## src/rtl/camera_seq_ctrl.sv

```systemverilog
`default_nettype none
// ============================================================================
// Module   : camera_seq_ctrl
// Brief    : Parametrised frame sequencer for the pixel-array camera.
//            Runs ERASE -> EXPOSE -> per-row READ -> DONE, one frame per
//            init pulse or back-to-back in continuous mode. Owns the
//            user-adjustable exposure time.
// Options  : define CAM_ABORT_EN to add the abort input (mid-frame abort).
// Revision : 1.0 - initial release
// ============================================================================
module camera_seq_ctrl #(
    parameter int EXP_W     = 5,
    parameter int EXP_MIN   = 2,
    parameter int EXP_MAX   = 30,
    parameter int EXP_RST   = 15,
    parameter int N_ROWS    = 2,
    parameter int ERASE_CYC = 1,
    parameter int ADC_CYC   = 2
) (
    input  logic              clk,
    input  logic              rst,
    input  logic              init,
    input  logic              exp_increase,
    input  logic              exp_decrease,
    input  logic              mode_cont,
`ifdef CAM_ABORT_EN
    input  logic              abort,
`endif
    output logic [N_ROWS-1:0] nre,
    output logic              adc,
    output logic              expose,
    output logic              erase,
    output logic              busy,
    output logic              frame_done,
    output logic [EXP_W-1:0]  exp_time
);

    // One shared cycle counter covers erase, exposure and per-row read phases
    localparam int c_cnt_top = (EXP_MAX - 1 > ADC_CYC + 1) ?
                               ((EXP_MAX - 1 > ERASE_CYC - 1) ? EXP_MAX - 1 : ERASE_CYC - 1) :
                               ((ADC_CYC + 1 > ERASE_CYC - 1) ? ADC_CYC + 1 : ERASE_CYC - 1);
    localparam int c_cnt_raw = $clog2(c_cnt_top + 1);
    localparam int c_cnt_w   = (c_cnt_raw > EXP_W) ? c_cnt_raw : EXP_W;
    localparam int c_row_w   = (N_ROWS > 1) ? $clog2(N_ROWS) : 1;

    localparam logic [N_ROWS-1:0] c_nre_lsb  = N_ROWS'(1);
    localparam logic [N_ROWS-1:0] c_nre_idle = '1;

    typedef enum logic [2:0] {
        S_IDLE   = 3'd0,
        S_ERASE  = 3'd1,
        S_EXPOSE = 3'd2,
        S_READ   = 3'd3,
        S_DONE   = 3'd4
    } state_t;

    state_t              r_state;
    logic [c_cnt_w-1:0]  r_cnt;
    logic [c_row_w-1:0]  r_row;
    logic [N_ROWS-1:0]   r_nre;
    logic                r_adc;
    logic                r_expose;
    logic                r_erase;
    logic                r_busy;
    logic                r_frame_done;
    logic [EXP_W-1:0]    r_exp;

    logic                w_abort;
    logic [c_cnt_w-1:0]  w_exp_last;
    logic [c_row_w-1:0]  w_row_nxt;

`ifdef CAM_ABORT_EN
    assign w_abort = abort;
`else
    assign w_abort = 1'b0;
`endif

    // Last exposure cycle index and next row index, used by the sequencer
    assign w_exp_last = c_cnt_w'(r_exp) - c_cnt_w'(1);
    assign w_row_nxt  = r_row + c_row_w'(1);

    // Frame sequencer: state, counters, exposure setting and all outputs
    always_ff @(posedge clk or negedge rst) begin
        if (!rst) begin
            r_state      <= S_IDLE;
            r_cnt        <= '0;
            r_row        <= '0;
            r_nre        <= c_nre_idle;
            r_adc        <= 1'b0;
            r_expose     <= 1'b0;
            r_erase      <= 1'b0;
            r_busy       <= 1'b0;
            r_frame_done <= 1'b0;
            r_exp        <= EXP_W'(EXP_RST);
        end else begin
            case (r_state)
                S_IDLE: begin
                    if (init) begin
                        // exposure is frozen from the start edge onward
                        r_state <= S_ERASE;
                        r_erase <= 1'b1;
                        r_busy  <= 1'b1;
                        r_cnt   <= '0;
                    end else if (exp_increase && !exp_decrease) begin
                        if (r_exp < EXP_W'(EXP_MAX))
                            r_exp <= r_exp + EXP_W'(1);
                    end else if (exp_decrease && !exp_increase) begin
                        if (r_exp > EXP_W'(EXP_MIN))
                            r_exp <= r_exp - EXP_W'(1);
                    end
                end

                S_ERASE: begin
                    if (w_abort) begin
                        r_state <= S_IDLE;
                        r_erase <= 1'b0;
                        r_busy  <= 1'b0;
                        r_cnt   <= '0;
                    end else if (r_cnt == c_cnt_w'(ERASE_CYC - 1)) begin
                        r_state  <= S_EXPOSE;
                        r_erase  <= 1'b0;
                        r_expose <= 1'b1;
                        r_cnt    <= '0;
                    end else begin
                        r_cnt <= r_cnt + c_cnt_w'(1);
                    end
                end

                S_EXPOSE: begin
                    if (w_abort) begin
                        r_state  <= S_IDLE;
                        r_expose <= 1'b0;
                        r_busy   <= 1'b0;
                        r_cnt    <= '0;
                    end else if (r_cnt == w_exp_last) begin
                        r_state  <= S_READ;
                        r_expose <= 1'b0;
                        r_row    <= '0;
                        r_nre    <= ~c_nre_lsb;
                        r_cnt    <= '0;
                    end else begin
                        r_cnt <= r_cnt + c_cnt_w'(1);
                    end
                end

                S_READ: begin
                    if (w_abort) begin
                        r_state <= S_IDLE;
                        r_nre   <= c_nre_idle;
                        r_adc   <= 1'b0;
                        r_busy  <= 1'b0;
                        r_row   <= '0;
                        r_cnt   <= '0;
                    end else if (r_cnt == c_cnt_w'(ADC_CYC + 1)) begin
                        // row window finished; adc is already low here
                        r_cnt <= '0;
                        if (r_row == c_row_w'(N_ROWS - 1)) begin
                            r_state      <= S_DONE;
                            r_nre        <= c_nre_idle;
                            r_frame_done <= 1'b1;
                            r_row        <= '0;
                        end else begin
                            r_row <= w_row_nxt;
                            r_nre <= ~(c_nre_lsb << w_row_nxt);
                        end
                    end else begin
                        // adc is high on window cycles 1..ADC_CYC (0-based)
                        r_cnt <= r_cnt + c_cnt_w'(1);
                        r_adc <= (r_cnt < c_cnt_w'(ADC_CYC));
                    end
                end

                S_DONE: begin
                    r_frame_done <= 1'b0;
                    r_cnt        <= '0;
                    if (mode_cont) begin
                        r_state <= S_ERASE;
                        r_erase <= 1'b1;
                    end else begin
                        r_state <= S_IDLE;
                        r_busy  <= 1'b0;
                    end
                end

                default: begin
                    r_state      <= S_IDLE;
                    r_cnt        <= '0;
                    r_row        <= '0;
                    r_nre        <= c_nre_idle;
                    r_adc        <= 1'b0;
                    r_expose     <= 1'b0;
                    r_erase      <= 1'b0;
                    r_busy       <= 1'b0;
                    r_frame_done <= 1'b0;
                end
            endcase
        end
    end

    assign nre        = r_nre;
    assign adc        = r_adc;
    assign expose     = r_expose;
    assign erase      = r_erase;
    assign busy       = r_busy;
    assign frame_done = r_frame_done;
    assign exp_time   = r_exp;

endmodule
`default_nettype wire
```

## config.mk

```make
export PLATFORM = sky130hd
export DESIGN_NAME = camera_seq_ctrl
export DESIGN_NICKNAME = d
export VERILOG_FILES = /design/src/rtl/camera_seq_ctrl.sv
export SDC_FILE = /design/constraint.sdc
export NUM_CORES = 1
export LEC_CHECK = 0
export CAP_MARGIN = 25
export CELL_PAD_IN_SITES_DETAIL_PLACEMENT = 1
export CELL_PAD_IN_SITES_GLOBAL_PLACEMENT = 2
export CORE_ASPECT_RATIO = 2
export CORE_MARGIN = 2
export CORE_UTILIZATION = 30
export DETAILED_ROUTE_END_ITERATION = 12
export PLACE_DENSITY = 0.79
export RECOVER_POWER = 50
export SLEW_MARGIN = 25
export SYNTH_ARGS = -nofsm -noshare
export SYNTH_HDL_FRONTEND = slang
export SYNTH_SLANG_ARGS = --single-unit
```

## constraint.sdc

```tcl
create_clock -name clk -period 2 [get_ports clk]
set_input_delay 0.6 -clock clk [delete_from_list [all_inputs] [get_ports clk]]
set_output_delay 0.6 -clock clk [all_outputs]
set_load 0.02 [all_outputs]
```

==> PnR_summary.wiki <==
{| class="wikitable"
! Metric !! Value
|-
| Port buffer count || 17
|-
| Synth warnings || 0
|-
| Count of different cell masters after synthesis || 51
|-
| Routed len/inst || 16.0 um
|-
| Pin count of the biggest net entering global routing || 22
|-
| Ratio of cells with drive above 1 in the final layout || 30.4%
|-
| Final weighted congestion in routability-driven placement || 0.807
|-
| Total number of placement rows || 35
|-
| Largest fanout on the critical path || 2
|-
| Number of iterations in the first detailed-routing pass || 4
|-
| Startpoint type of the worst setup path || flip-flop
|-
| Crit path max-delay family || flip-flops
|-
| Total Nets Final || 206
|-
| Initial antenna violation count || 0
|-
| Sequential cell area fraction in the yosys report || 38.4%
|-
| Max rail drop VDD || 572 uV
|-
| Total via count in the routed design || 1,340
|-
| Number of sinks on the clock net || 21
|-
| Area growth from synthesis to layout || 38.6%
|-
| First-pass GRT wire length || 6910 um
|-
| Initial DRC count || 7
|-
| Number of inserted diodes || 0
|-
| Pins over their slew limit || 0
|-
| Setup repair after global routing missed its margin || yes
|-
| Synth Area per Inst || 9.02 um2
|-
| Startpoint-to-endpoint class of the critical path || flip-flop to flip-flop
|-
| Number of buffers added by the clock tree synthesis step || 3
|-
| Sort of element at the end of the critical path || flip-flop
|-
| TritonCTS clock tree || done
|-
| Clock transition at path regs || 0.08 ns
|-
| HPWL Detailed || 3020 um
|-
| Worst hold margin || 0.508 ns
|-
| Chain of cells forming the critical path || inv_4, ha_4, xor2_1, nand3_1, o211a_1, nor3_4, buf_6, a21o_1, a21oi_1
|-
| Worst hold-check path type || flip-flop to flip-flop
|-
| Most frequent cells in the layout || 26 x buf_4, 14 x dfrtp_1, 10 x nand2_1
|-
| Outcome || finished clean
|-
| Number of placed cells counting well taps || 243
|-
| Max_slew headroom || 20.8%
|-
| CTS max path bufs || 2
|-
| Filler Cells Inserted || 526
|-
| Worst Max-Slew Pin Slew || 1.19 ns
|-
| Final hold viol count || 0
|-
| GR Util All Layers || 17.6%
|-
| Detail Route Antenna Nets || 0
|-
| Count of maximum capacitance violations || 0
|-
| DIE HEIGHT || 100 um
|-
| Buf+Inv Stages, Crit Path || 2
|-
| Cell at the slowest stage of the critical path || dfstp_2
|-
| Core region area || 0.00451 mm2
|-
| DRC Markers || 0
|-
| Setup clock skew after layout || 0.00272 ns
|-
| Ratio of total power to cell area || 1260 mW/mm2
|-
| Initial cell density of the core || 30.8%
|-
| Area occupied by multi-input gates || 855 um2
|-
| Number of vias per cell || 5.38
|-
| Crit path time final || 1.99 ns
|-
| Syn Inst Count || 154
|-
| Global route total overflow || 0
|-
| Async SR Flop Fraction || 100%
|-
| Top-level I/O count || 18
|-
| Number of H-tree levels || 1
|-
| Aggregate routed wire length || 3970 um
|-
| Finish-stage setup viols || 0
|-
| CP Data Required Time || 2.16 ns
|-
| Via count of the first global-routing pass || 1,466
|-
| Insertion delay to the later sink of the worst-skew pair || 0.27 ns
|-
| Floorplan die width || 52.1 um
|-
| Final Instance Count excl. Fillers || 249
|-
| Main flop type after synthesis || dfrtp_1
|-
| Core utilization of the finished layout || 42.7%
|-
| EDFF count, synth || 0
|-
| Hold-fix buffer count after cts || 0
|-
| Overall power || 2.42 mW
|-
| Sequential cell area || 534 um2
|-
| Post-route fraction of the period consumed by the critical path || 99.6%
|-
| Register bit total from synthesis || 21
|-
| Critical path's largest stage delay || 0.56 ns
|-
| Most common cell after layout, fill and taps aside || buf_4
|-
| Lkg Pwr || 0.851 nW
|-
| Data arrival, critical path || 2.15 ns
|-
| Root buffer cell || clkbuf_8
|-
| Die Area || 0.00522 mm2
|-
| Net count of the mapped netlist || 165
|-
| Highest clock rate || 502 MHz
|-
| Cell area after technology mapping || 0.00139 mm2
|}
[tightest hold or removal path, cell delays in order, from the launching register on]
cell	delay (ns)
dfrtp_1	0.36
a21oi_1	0.04
nor2_1	0.07
[state kept, by name (all words and copies together) (netlist names), 2 cells and up]
register,count
exp_time,5
nre,2
r_cnt,5
r_state,3
[where the power goes]
group          switching, mW  internal (mW)
Combinational          0.773          0.676
Sequential             0.107          0.563
Clock                  0.155          0.143
[cells in the mapped netlist, types with 3 or more instances]
cell type,count,area (um2)
nor3_1,4,20.0
xnor2_1,4,35.0
dfrtp_1,15,375
a21oi_1,9,45.0
nand2_1,10,37.5
nor4_1,3,18.8
buf_2,3,15.0
ha_1,5,62.6
inv_1,11,41.3
dfstp_2,6,158
xor2_1,7,61.3
a31oi_1,4,25.0
clkbuf_1,3,11.3
o21ai_0,5,25.0
nand2b_1,3,18.8
nor2_1,13,48.8
nand3_1,7,35.0
[final timing paths]
path | to | slack [ns] | startpoint | cells after the start
max | r_cnt[3]$_DFFE_PN0N_ | 0.009 | exp_time[0]$_DFFE_PN1P_ | 9
min | frame_done$_DFFE_PN0P_ | 0.51 | frame_done$_DFFE_PN0P_ | 2
max reg2reg | r_cnt[3]$_DFFE_PN0N_ | 0.009 | exp_time[0]$_DFFE_PN1P_ | 9
min reg2reg | frame_done$_DFFE_PN0P_ | 0.51 | frame_done$_DFFE_PN0P_ | 2
max in group asynchronous | exp_time[4]$_DFFE_PN0P_ | 0.20 | rst | 2
min in group asynchronous | exp_time[4]$_DFFE_PN0P_ | 1.02 | rst | 2
[cell families (layout without fill, tap and decap cells)]
group,after synthesis,count (layout),share of synthesized area [%]
and+or+nand+nor,52,52,20.3
AOI/OAI and AO/OA,43,43,22.2
DFF,21,21,38.4
buffers and inverters,20,60,6.31
xor gates and xnor gates,11,11,6.94
adders and majority gates,5,5,4.50
muxes,2,2,1.44
[area by class of cell]
cell class / count / area share [%]
clock buffer: 4 / 2.34
sequential: 21 / 27.8
tap: 55 / 3.58
multi-input combinational: 113 / 44.4
inverter: 11 / 2.28
timing repair buffer: 45 / 19.6
[through the flow]
| stage | TNS [ns] | worst slack [ns] | cell area [um2] |
|---|---|---|---|
| 6_report | 0 | 0.00876 | 1920 |
| 5_1_grt | -0.754 | -0.101 | 1920 |
| 4_1_cts | -0.417 | -0.0968 | 1850 |
| 3_5_place_dp | -2.35 | -0.504 | 1790 |
| 3_3_place_gp | -1.85 | -0.391 | 1790 |
| 2_1_floorplan | -0.173 | -0.0540 | 1420 |
[per-layer routing]
layer  up-vias  track usage (%)  share of wire (%)
li1        646                -                  -
met1       671             21.4                 42
met2        18             30.6                 53
met3         5             2.08                2.4
met4         0             7.09                1.7
met5         -                0                  0
[timing repair]
action / CTS / global route
setup endpoints to repair: 15 / 15
pin swaps: 1 / 8
resized for setup: 10 / 15
buffers inserted: 0 / 2
cloned: 0 / 0
No activity file was read; power rests on OpenSTA's default activity.
